### src/rtl/mem_pkg.sv
`default_nettype none
// +--------------------------------------------------------------------------+
// | Module   : mem_pkg                                                       |
// | Purpose  : Shared definitions for the MEM-stage access path: access size |
// |            encodings, the access FSM state type and an alignment helper. |
// | Ports    : none (package)                                                |
// | Revision : 1.0  initial release                                          |
// +--------------------------------------------------------------------------+
package mem_pkg;

  localparam logic [1:0] SZ_BYTE = 2'd0;
  localparam logic [1:0] SZ_HALF = 2'd1;
  localparam logic [1:0] SZ_WORD = 2'd2;

  typedef enum logic [1:0] {
    IDLE = 2'd0,
    WAIT = 2'd1,
    DONE = 2'd2
  } state_t;

  // Size must already be normalised (encoding 3 folded onto SZ_WORD).
  function automatic logic is_misaligned(input logic [1:0] size, input logic [1:0] off);
    logic r;
    r = 1'b0;
    case (size)
      SZ_HALF: r = off[0];
      SZ_WORD: r = |off;
      default: r = 1'b0;
    endcase
    return r;
  endfunction

endpackage
`default_nettype wire

### src/rtl/load_align.sv
`default_nettype none
// +--------------------------------------------------------------------------+
// | Module   : load_align                                                    |
// | Purpose  : Combinational load-data aligner. Picks the addressed byte or  |
// |            halfword out of a little-endian 32-bit word and sign- or      |
// |            zero-extends it; words pass straight through.                 |
// | Ports    : word_i     [31:0] raw memory word                             |
// |            addr_i     [1:0]  byte offset within the word                 |
// |            size_i     [1:0]  SZ_BYTE / SZ_HALF / SZ_WORD (3 = word)      |
// |            unsigned_i        zero-extend instead of sign-extend          |
// |            data_o     [31:0] aligned, extended result                    |
// | Revision : 1.0  initial release                                          |
// +--------------------------------------------------------------------------+
module load_align
  import mem_pkg::*;
(
  input  logic [31:0] word_i,
  input  logic [1:0]  addr_i,
  input  logic [1:0]  size_i,
  input  logic        unsigned_i,
  output logic [31:0] data_o
);

  logic [7:0]  w_byte;
  logic [15:0] w_half;

  always_comb begin
    w_byte = 8'(word_i >> {addr_i, 3'b000});
    w_half = addr_i[1] ? word_i[31:16] : word_i[15:0];
    data_o = word_i;
    case (size_i)
      SZ_BYTE: data_o = unsigned_i ? {24'h0, w_byte} : {{24{w_byte[7]}}, w_byte};
      SZ_HALF: data_o = unsigned_i ? {16'h0, w_half} : {{16{w_half[15]}}, w_half};
      default: data_o = word_i;
    endcase
  end

endmodule
`default_nettype wire

### src/rtl/mem_access_unit.sv
`default_nettype none
// +--------------------------------------------------------------------------+
// | Module   : mem_access_unit                                               |
// | Purpose  : MEM-stage load/store controller. Issues a registered req/ack  |
// |            bus transaction, stalls the pipeline until it completes or    |
// |            times out, and returns aligned/extended load data.            |
// | Ports    : clk, rst_n              clock, async active-low reset         |
// |            memreadm, memwritem     load / store request (both = store)   |
// |            sizem, unsignedm        access size, zero-extend flag         |
// |            aluoutm, writedatam     byte address, right-aligned store data|
// |            rdm                     extended load data (DONE cycle)       |
// |            stall, misalign, buserr pipeline freeze, error pulses         |
// |            dmem_*                  data-memory bus (outputs registered)  |
// | Revision : 1.0  initial release                                          |
// +--------------------------------------------------------------------------+
module mem_access_unit
  import mem_pkg::*;
#(
  parameter int TIMEOUT = 16
) (
  input  logic        clk,
  input  logic        rst_n,
  input  logic        memreadm,
  input  logic        memwritem,
  input  logic [1:0]  sizem,
  input  logic        unsignedm,
  input  logic [31:0] aluoutm,
  input  logic [31:0] writedatam,
  output logic [31:0] rdm,
  output logic        stall,
  output logic        misalign,
  output logic        buserr,
  output logic        dmem_req,
  output logic        dmem_we,
  output logic [31:0] dmem_addr,
  output logic [3:0]  dmem_be,
  output logic [31:0] dmem_wdata,
  input  logic [31:0] dmem_rdata,
  input  logic        dmem_ack
);

  localparam int CNT_W = (TIMEOUT > 2) ? $clog2(TIMEOUT) : 1;
  localparam logic [CNT_W-1:0] C_CNT_MAX = CNT_W'(TIMEOUT - 1);

  state_t            state_q, state_d;
  logic              req_q, req_d;
  logic              we_q, we_d;
  logic [31:0]       addr_q, addr_d;
  logic [3:0]        be_q, be_d;
  logic [31:0]       wdata_q, wdata_d;
  logic [31:0]       rdata_q, rdata_d;
  logic              err_q, err_d;
  logic [CNT_W-1:0]  cnt_q, cnt_d;
  // Load-extraction context captured at issue so DONE does not depend on
  // the MEM-stage inputs still being held.
  logic              ld_q, ld_d;
  logic [1:0]        size_q, size_d;
  logic              uns_q, uns_d;
  logic [1:0]        off_q, off_d;

  logic              w_access;
  logic [1:0]        w_size;
  logic              w_misal;
  logic [3:0]        w_be;
  logic [31:0]       w_wdata;
  logic [31:0]       w_load;

  // Request decode: byte enables and lane-replicated store data.
  always_comb begin
    w_access = memreadm | memwritem;
    w_size   = (sizem == 2'd3) ? SZ_WORD : sizem;
    w_misal  = is_misaligned(w_size, aluoutm[1:0]);
    case (w_size)
      SZ_BYTE: begin
        w_be    = 4'(4'b0001 << aluoutm[1:0]);
        w_wdata = {4{writedatam[7:0]}};
      end
      SZ_HALF: begin
        w_be    = aluoutm[1] ? 4'b1100 : 4'b0011;
        w_wdata = {2{writedatam[15:0]}};
      end
      default: begin
        w_be    = 4'b1111;
        w_wdata = writedatam;
      end
    endcase
  end

  load_align u_load_align (
    .word_i     (rdata_q),
    .addr_i     (off_q),
    .size_i     (size_q),
    .unsigned_i (uns_q),
    .data_o     (w_load)
  );

  always_comb begin
    state_d  = state_q;
    req_d    = req_q;
    we_d     = we_q;
    addr_d   = addr_q;
    be_d     = be_q;
    wdata_d  = wdata_q;
    rdata_d  = rdata_q;
    err_d    = err_q;
    cnt_d    = cnt_q;
    ld_d     = ld_q;
    size_d   = size_q;
    uns_d    = uns_q;
    off_d    = off_q;
    stall    = 1'b0;
    misalign = 1'b0;
    buserr   = 1'b0;
    rdm      = 32'h0;

    case (state_q)
      IDLE: begin
        // Gating with rst_n keeps stall/misalign low while reset is held,
        // even if the pipeline still presents a request.
        if (w_access && rst_n) begin
          if (w_misal) begin
            misalign = 1'b1;
          end else begin
            stall   = 1'b1;
            state_d = WAIT;
            req_d   = 1'b1;
            we_d    = memwritem;
            addr_d  = {aluoutm[31:2], 2'b00};
            be_d    = w_be;
            wdata_d = w_wdata;
            cnt_d   = '0;
            ld_d    = ~memwritem;
            size_d  = w_size;
            uns_d   = unsignedm;
            off_d   = aluoutm[1:0];
          end
        end
      end
      WAIT: begin
        stall = 1'b1;
        if (dmem_ack) begin
          rdata_d = dmem_rdata;
          req_d   = 1'b0;
          state_d = DONE;
        end else if (cnt_q == C_CNT_MAX) begin
          rdata_d = 32'h0;
          req_d   = 1'b0;
          err_d   = 1'b1;
          state_d = DONE;
        end else begin
          cnt_d = cnt_q + 1'b1;
        end
      end
      DONE: begin
        buserr  = err_q;
        rdm     = ld_q ? w_load : 32'h0;
        err_d   = 1'b0;
        state_d = IDLE;
      end
      default: state_d = IDLE;
    endcase
  end

  always_ff @(posedge clk or negedge rst_n) begin
    if (!rst_n) begin
      state_q <= IDLE;
      req_q   <= 1'b0;
      we_q    <= 1'b0;
      addr_q  <= 32'h0;
      be_q    <= 4'h0;
      wdata_q <= 32'h0;
      rdata_q <= 32'h0;
      err_q   <= 1'b0;
      cnt_q   <= '0;
      ld_q    <= 1'b0;
      size_q  <= SZ_BYTE;
      uns_q   <= 1'b0;
      off_q   <= 2'b00;
    end else begin
      state_q <= state_d;
      req_q   <= req_d;
      we_q    <= we_d;
      addr_q  <= addr_d;
      be_q    <= be_d;
      wdata_q <= wdata_d;
      rdata_q <= rdata_d;
      err_q   <= err_d;
      cnt_q   <= cnt_d;
      ld_q    <= ld_d;
      size_q  <= size_d;
      uns_q   <= uns_d;
      off_q   <= off_d;
    end
  end

  assign dmem_req   = req_q;
  assign dmem_we    = we_q;
  assign dmem_addr  = addr_q;
  assign dmem_be    = be_q;
  assign dmem_wdata = wdata_q;

endmodule
`default_nettype wire

### config.mk
export PLATFORM = sky130hd
export DESIGN_NAME = mem_access_unit
export DESIGN_NICKNAME = d
export VERILOG_FILES = /design/src/rtl/mem_pkg.sv /design/src/rtl/load_align.sv /design/src/rtl/mem_access_unit.sv
export SDC_FILE = /design/constraint.sdc
export NUM_CORES = 1
export LEC_CHECK = 0
export ABC_AREA = 1
export BUFFER_PORTS_ARGS = -buffer_cell sky130_fd_sc_hd__buf_2
export CAP_MARGIN = 15
export CORE_UTILIZATION = 45
export DETAILED_ROUTE_END_ITERATION = 7
export PLACE_DENSITY_LB_ADDON = 0.05
export SYNTH_ARGS = -nofsm -noshare
export SYNTH_HDL_FRONTEND = slang
export SYNTH_SLANG_ARGS = --single-unit
### constraint.sdc
create_clock -name clk -period 2.1 [get_ports clk]
set_input_delay 0.42 -clock clk [delete_from_list [all_inputs] [get_ports clk]]
set_output_delay 0.42 -clock clk [all_outputs]
set_load 0.005 [all_outputs]
After elaboration in Yosys (flattened, before gate mapping)
Index checks and enable logic that the tools add are counted.

Add/sub/neg operators: 1. Multipliers: 0. Div/mod/pow operators: 0. Order comparisons: 0. Equal/unequal tests: 13. Shift-type cells: 2. Multiplexer cells: 38. Bitwise gates (word level): 3. Reductions and logical operators: 14.

Operators with widths (count): 2-to-1 mux 32 bit (6); one-hot mux 32 bit (2 select lines) (2); >> shifter 32 x 5 -> 8 bit (1); 2-to-1 mux 4 bit (5); 2-to-1 mux 16 bit (1); one-hot mux 4 bit (2 select lines) (2); 2-to-1 mux 1 bit (12); 2-to-1 mux 2 bit (5); inequality test 2 bit (second input constant) (5); AND reduction 3 bit (3); one-hot mux 1 bit (2 select lines) (4); equality test 2 x 1 -> 1 bit (second input constant) (3); equality test 2 bit (second input constant) (3); zero test 2 bit (3); nonzero test 2 bit (3); AND reduction 5 bit (1); adder 4 x 1 -> 4 bit (second input constant) (1); equality test 4 bit (second input constant) (1); one-hot mux 2 bit (2 select lines) (1); AND reduction 4 bit (1); left shift 1 x 2 -> 4 bit (first input constant) (1); inequality test 3 bit (second input constant) (1); NOT 1 bit (2); AND reduction 2 bit (1); 3 further kinds (3).

Register bits: 113. Bits in latches: 0. RAM bits: 0. ROM bits: 0. Input port bits: 104. Output and inout port bits: 105. Memories: 0.

Logic depth before layout (Yosys ltp)
Word-level depth: 7. Mapped depth: 10. Gate-level depth less buffers: 9.

Modules after synthesis
A second synthesis with hierarchy kept.

Cell total of the unflattened synthesis: 839. Area, all modules: 6107.1 um^2.

By module, submodules not included: mem_access_unit (instances 1, cells each 685, area each 5201.2 um^2, sequential area each 2827.7 um^2); load_align (instances 1, cells each 154, area each 905.9 um^2, sequential area each 0.0 um^2).

Worst setup path after synthesis
No wires, ideal clock.

Path kind: reg2out. From: register off_q[1]. To: output port rdm[10]. Arrival: 1.328 ns. Required time: 1.680 ns. Setup slack: 0.352 ns. Cell stages (with the launch flop): 6. Path through: dfrtp_1 > buf_2 > buf_4 > o21a_1 > or2_2 > a21oi_1.

Cells in the longest elaborated chain, start to end: 5. Elaborated cells on any way between the ends: 7.

Ends and longest elaborated chain: start, declared (RTL line mem_access_unit.sv:59) `logic [1:0] off_q, off_d;`; start signal, assigned (RTL line mem_access_unit.sv:178) `off_q <= 2'b00;`; start signal, assigned (RTL line mem_access_unit.sv:192) `off_q <= off_d;`; >> shifter 32 x 5 -> 8 bit or 2-to-1 mux 16 bit (tied branches) (RTL line load_align.sv:28, load_align.sv:29); 2-to-1 mux 32 bit (on tied branches) (RTL line load_align.sv:32, load_align.sv:33); one-hot mux 32 bit (2 select lines) * (RTL line load_align.sv:31) `case (size_i)`; 2-to-1 mux 32 bit * (RTL line mem_access_unit.sv:156) `rdm = ld_q ? w_load : 32'h0;`; 2-to-1 mux 32 bit * (RTL line mem_access_unit.sv:116) `case (state_q)`; end, declared (RTL line mem_access_unit.sv:29) `output logic [31:0] rdm,`.

Mark *: on every way between the ends. The rest lies on a longest branch, timed or not.

Worst setup path in the final report
From: register size_q[1]. To: output port rdm[31].

Cells in the longest elaborated chain, start to end: 4. Elaborated cells on any way between the ends: 5.

Ends and longest elaborated chain: start, declared (RTL line mem_access_unit.sv:57) `logic [1:0] size_q, size_d;`; start signal, assigned (RTL line mem_access_unit.sv:190) `size_q <= size_d;`; equality test 2 x 1 -> 1 bit or zero test 2 bit (tied branches) (RTL line load_align.sv:31); one-hot mux 32 bit (2 select lines) * (RTL line load_align.sv:31); 2-to-1 mux 32 bit * (RTL line mem_access_unit.sv:156); 2-to-1 mux 32 bit * (RTL line mem_access_unit.sv:116).

Marks and branches as above.

==> results_dict.tcl <==
set metrics [dict create \
    status "finished with violations" \
    failed_checks "setup timing" \
    portBuffers 206 \
    core-area_um2 12000 \
    fin_worst_skew_ps 4.57 \
    rsz0062_at_grt "yes" \
    clock_sinks 113 \
    multi_input_area_um2 2490 \
    ir_drop_mv 0.682 \
    htree_levels 4 \
    yosysUniqueCellTypes 32 \
    postLayoutCoreUtil_pct 63.9 \
    finalHoldViolations 0 \
    routed_via_density 5.09 \
    synth_area_um2 5510 \
    cts_hold_buf 0 \
    postRouteAntennaNets 0 \
    grt_pass1_vias 5228 \
    synth_top_cell_by_area "dfrtp_1" \
    firstDrtPassIters 5 \
    nets 1016 \
    ys_ff_latch 113 \
    core.rowCount 40 \
    drt_iter0_markers 352 \
    die_y_um 113 \
    die_x_um 113 \
    clkTransAtPathRegs_ps 50 \
    worst_pin_slew_ps 611 \
    grt_pass1_wl_mm 25.8 \
    r2r_setup_slack_ps 510 \
    cts_root_buf "clkbuf_16" \
    setup_viol 29 \
    antenna_cells 0 \
    drv_cap 0 \
    grt.total_usage_pct 26.2 \
    synthTopCellsByArea "dfrtp_1, nand2_1, o21ai_0" \
    syn_inst 698 \
    clock.fmax_mhz 448 \
    via_count 5442 \
    grt.overflow.total 0 \
    end_kind "primary output" \
    dp_cells 1025 \
    p_leak_nw 4.10 \
    tns_ps -2460 \
    crit_type "register to primary output" \
    drive_gt1_share_pct 35.8 \
    setup_slack_ps -131 \
    start_util_pct 46.1 \
    reg2regPathDepth 7 \
    layout_min_cycle_time_ps 2230 \
    relSlewSlack_pct 59.3 \
    worstReg2RegStart "cnt_q[0]" \
    r2r-end "rdata_q[5]" \
    routedWlPerCell_um 15.3 \
    io_pins 209 \
    clkLatencyLatePin_ps 410 \
    place_hpwl_mm 10.6 \
    drc 0 \
    place_congestion 0.830 \
    wl_mm 16.3 \
    hold_path_class "primary input to async pin" \
    yosysTopAreaCellShare_pct 51.3 \
    worstPathArrival_ps 1810 \
    slew_violations 0 \
    cts_buffer_depth 2 \
    cp_data_required_time_ps 1680 \
    p_per_area_nw_per_um2 1140 \
    die_area_um2 12700 \
    cts_made_buffers 17 \
    post-route-period-util_pct 106 \
    crit_fanout 8 \
    fill_cells 1088 \
    final-seq-area_um2 2830 \
    fin_cells 1069 \
    avgSynthCellArea_um2 7.90 \
    yosysSeqAreaShare_pct 51.3 \
    antenna_found_initial 0 \
    cts_tree "built" \
    area_growth_pct 38.7 \
    critPathLaunchType "register" \
    grt_max_degree 114 \
    synth_warnings 0 \
]
## registers in the layout, summed over array words and instances, names as in the netlist
name        count
dmem_addr      30
uns_q           1
ld_q            1
rdata_q        32
dmem_we         1
dmem_req        1
err_q           1
dmem_be         4
dmem_wdata     32
cnt_q           4
off_q           2
state_q         2
size_q          2
## cells by family after synthesis
kind of cell    Yosys count  share of synthesized area [%]
flops                   113                           51.3
mux                       1                          0.182
buf+inv                 103                           8.62
compound gates          137                           14.3
xor+xnor                  1                          0.159
fa+ha+maj                 1                          0.227
other cells               1                         0.0680
simple gates            341                           25.1
## area by class of cell
| class | instances | area share, % |
|---|---|---|
| timing repair buffer | 234 | 17.4 |
| tap | 147 | 2.41 |
| sequential | 113 | 37.0 |
| clock buffer | 19 | 5.66 |
| multi-input combinational | 484 | 32.6 |
| clock inverter | 11 | 1.85 |
| inverter | 61 | 3.09 |
## layout by cell type, fill, tap and decap left out, types with 17 or more instances in the layout
| cell type | instances |
|---|---|
| clkbuf_16 | 18 |
| buf_2 | 205 |
| dfrtp_1 | 110 |
| nand3_1 | 52 |
| buf_4 | 21 |
| nand2_1 | 224 |
| a21oi_1 | 17 |
| nor2_1 | 21 |
| inv_1 | 52 |
| o21ai_0 | 67 |
## cells in the mapped netlist, drive strengths merged
library cell  instances
a21oi                26
buf                  29
dfrtp               113
o32ai                 1
nor3                  1
nor4                  1
or2                   7
a211oi                2
nand3                55
ha                    1
xor2                  1
conb                  1
mux2i                 1
clkbuf               13
nand2               235
a21boi               16
nor2                 42
inv                  61
o221ai                7
o21ai                76
o21a                  9
## timing repair
action | 4_1_cts | 5_1_grt
pin swaps | 9 | 6
buffers inserted | 4 | 9
setup endpoints to repair | 32 | 32
gates cloned | 1 | 1
resized for setup | 43 | 46
## worst max-delay path by stage
stage	start	end	slack (ps)
after global placement	off_q[1]	rdm[8]	210
after global routing	size_q[0]	rdm[31]	-230
after detailed placement	size_q[1]	rdm[16]	160
after floorplan	off_q[1]	rdm[10]	350
after CTS	size_q[1]	rdm[29]	-110
final	size_q[1]	rdm[31]	-130
## metrics by stage
stage	hold WS, ps	setup slack (ps)	power [mW]	cell area, µm²
after global routing	188	-232	9.20	7650
after CTS	170	-114	8.55	7420
after global placement	457	209	5.39	6650
after detailed placement	460	165	5.44	6650
after floorplan	124	352	4.47	5520
final	112	-131	8.70	7650
## per-layer routing
metal  track usage, %  wire [µm]
met1             32.6       6840
met2             42.6       8010
met3             7.77       1180
met4             11.6        305
met5                0          0
## critical path: stages (launching register included)
cell,delay (ps)
dfrtp_2,440
inv_4,80
nand2_4,70
nor2_4,120
nand2_2,70
nand2_4,100
nand2_4,60
nand3_4,130
nand2_8,130
nor2_4,90
buf_2,120
## where the power goes
part	total [mW]	internal [mW]	switching (mW)
combinational	2.54	1.11	1.44
sequential	3.31	2.85	0.455
clock	2.85	1.84	1.01
total	8.70	5.80	2.90
Note: power is estimated with default switching activity, not from simulation.
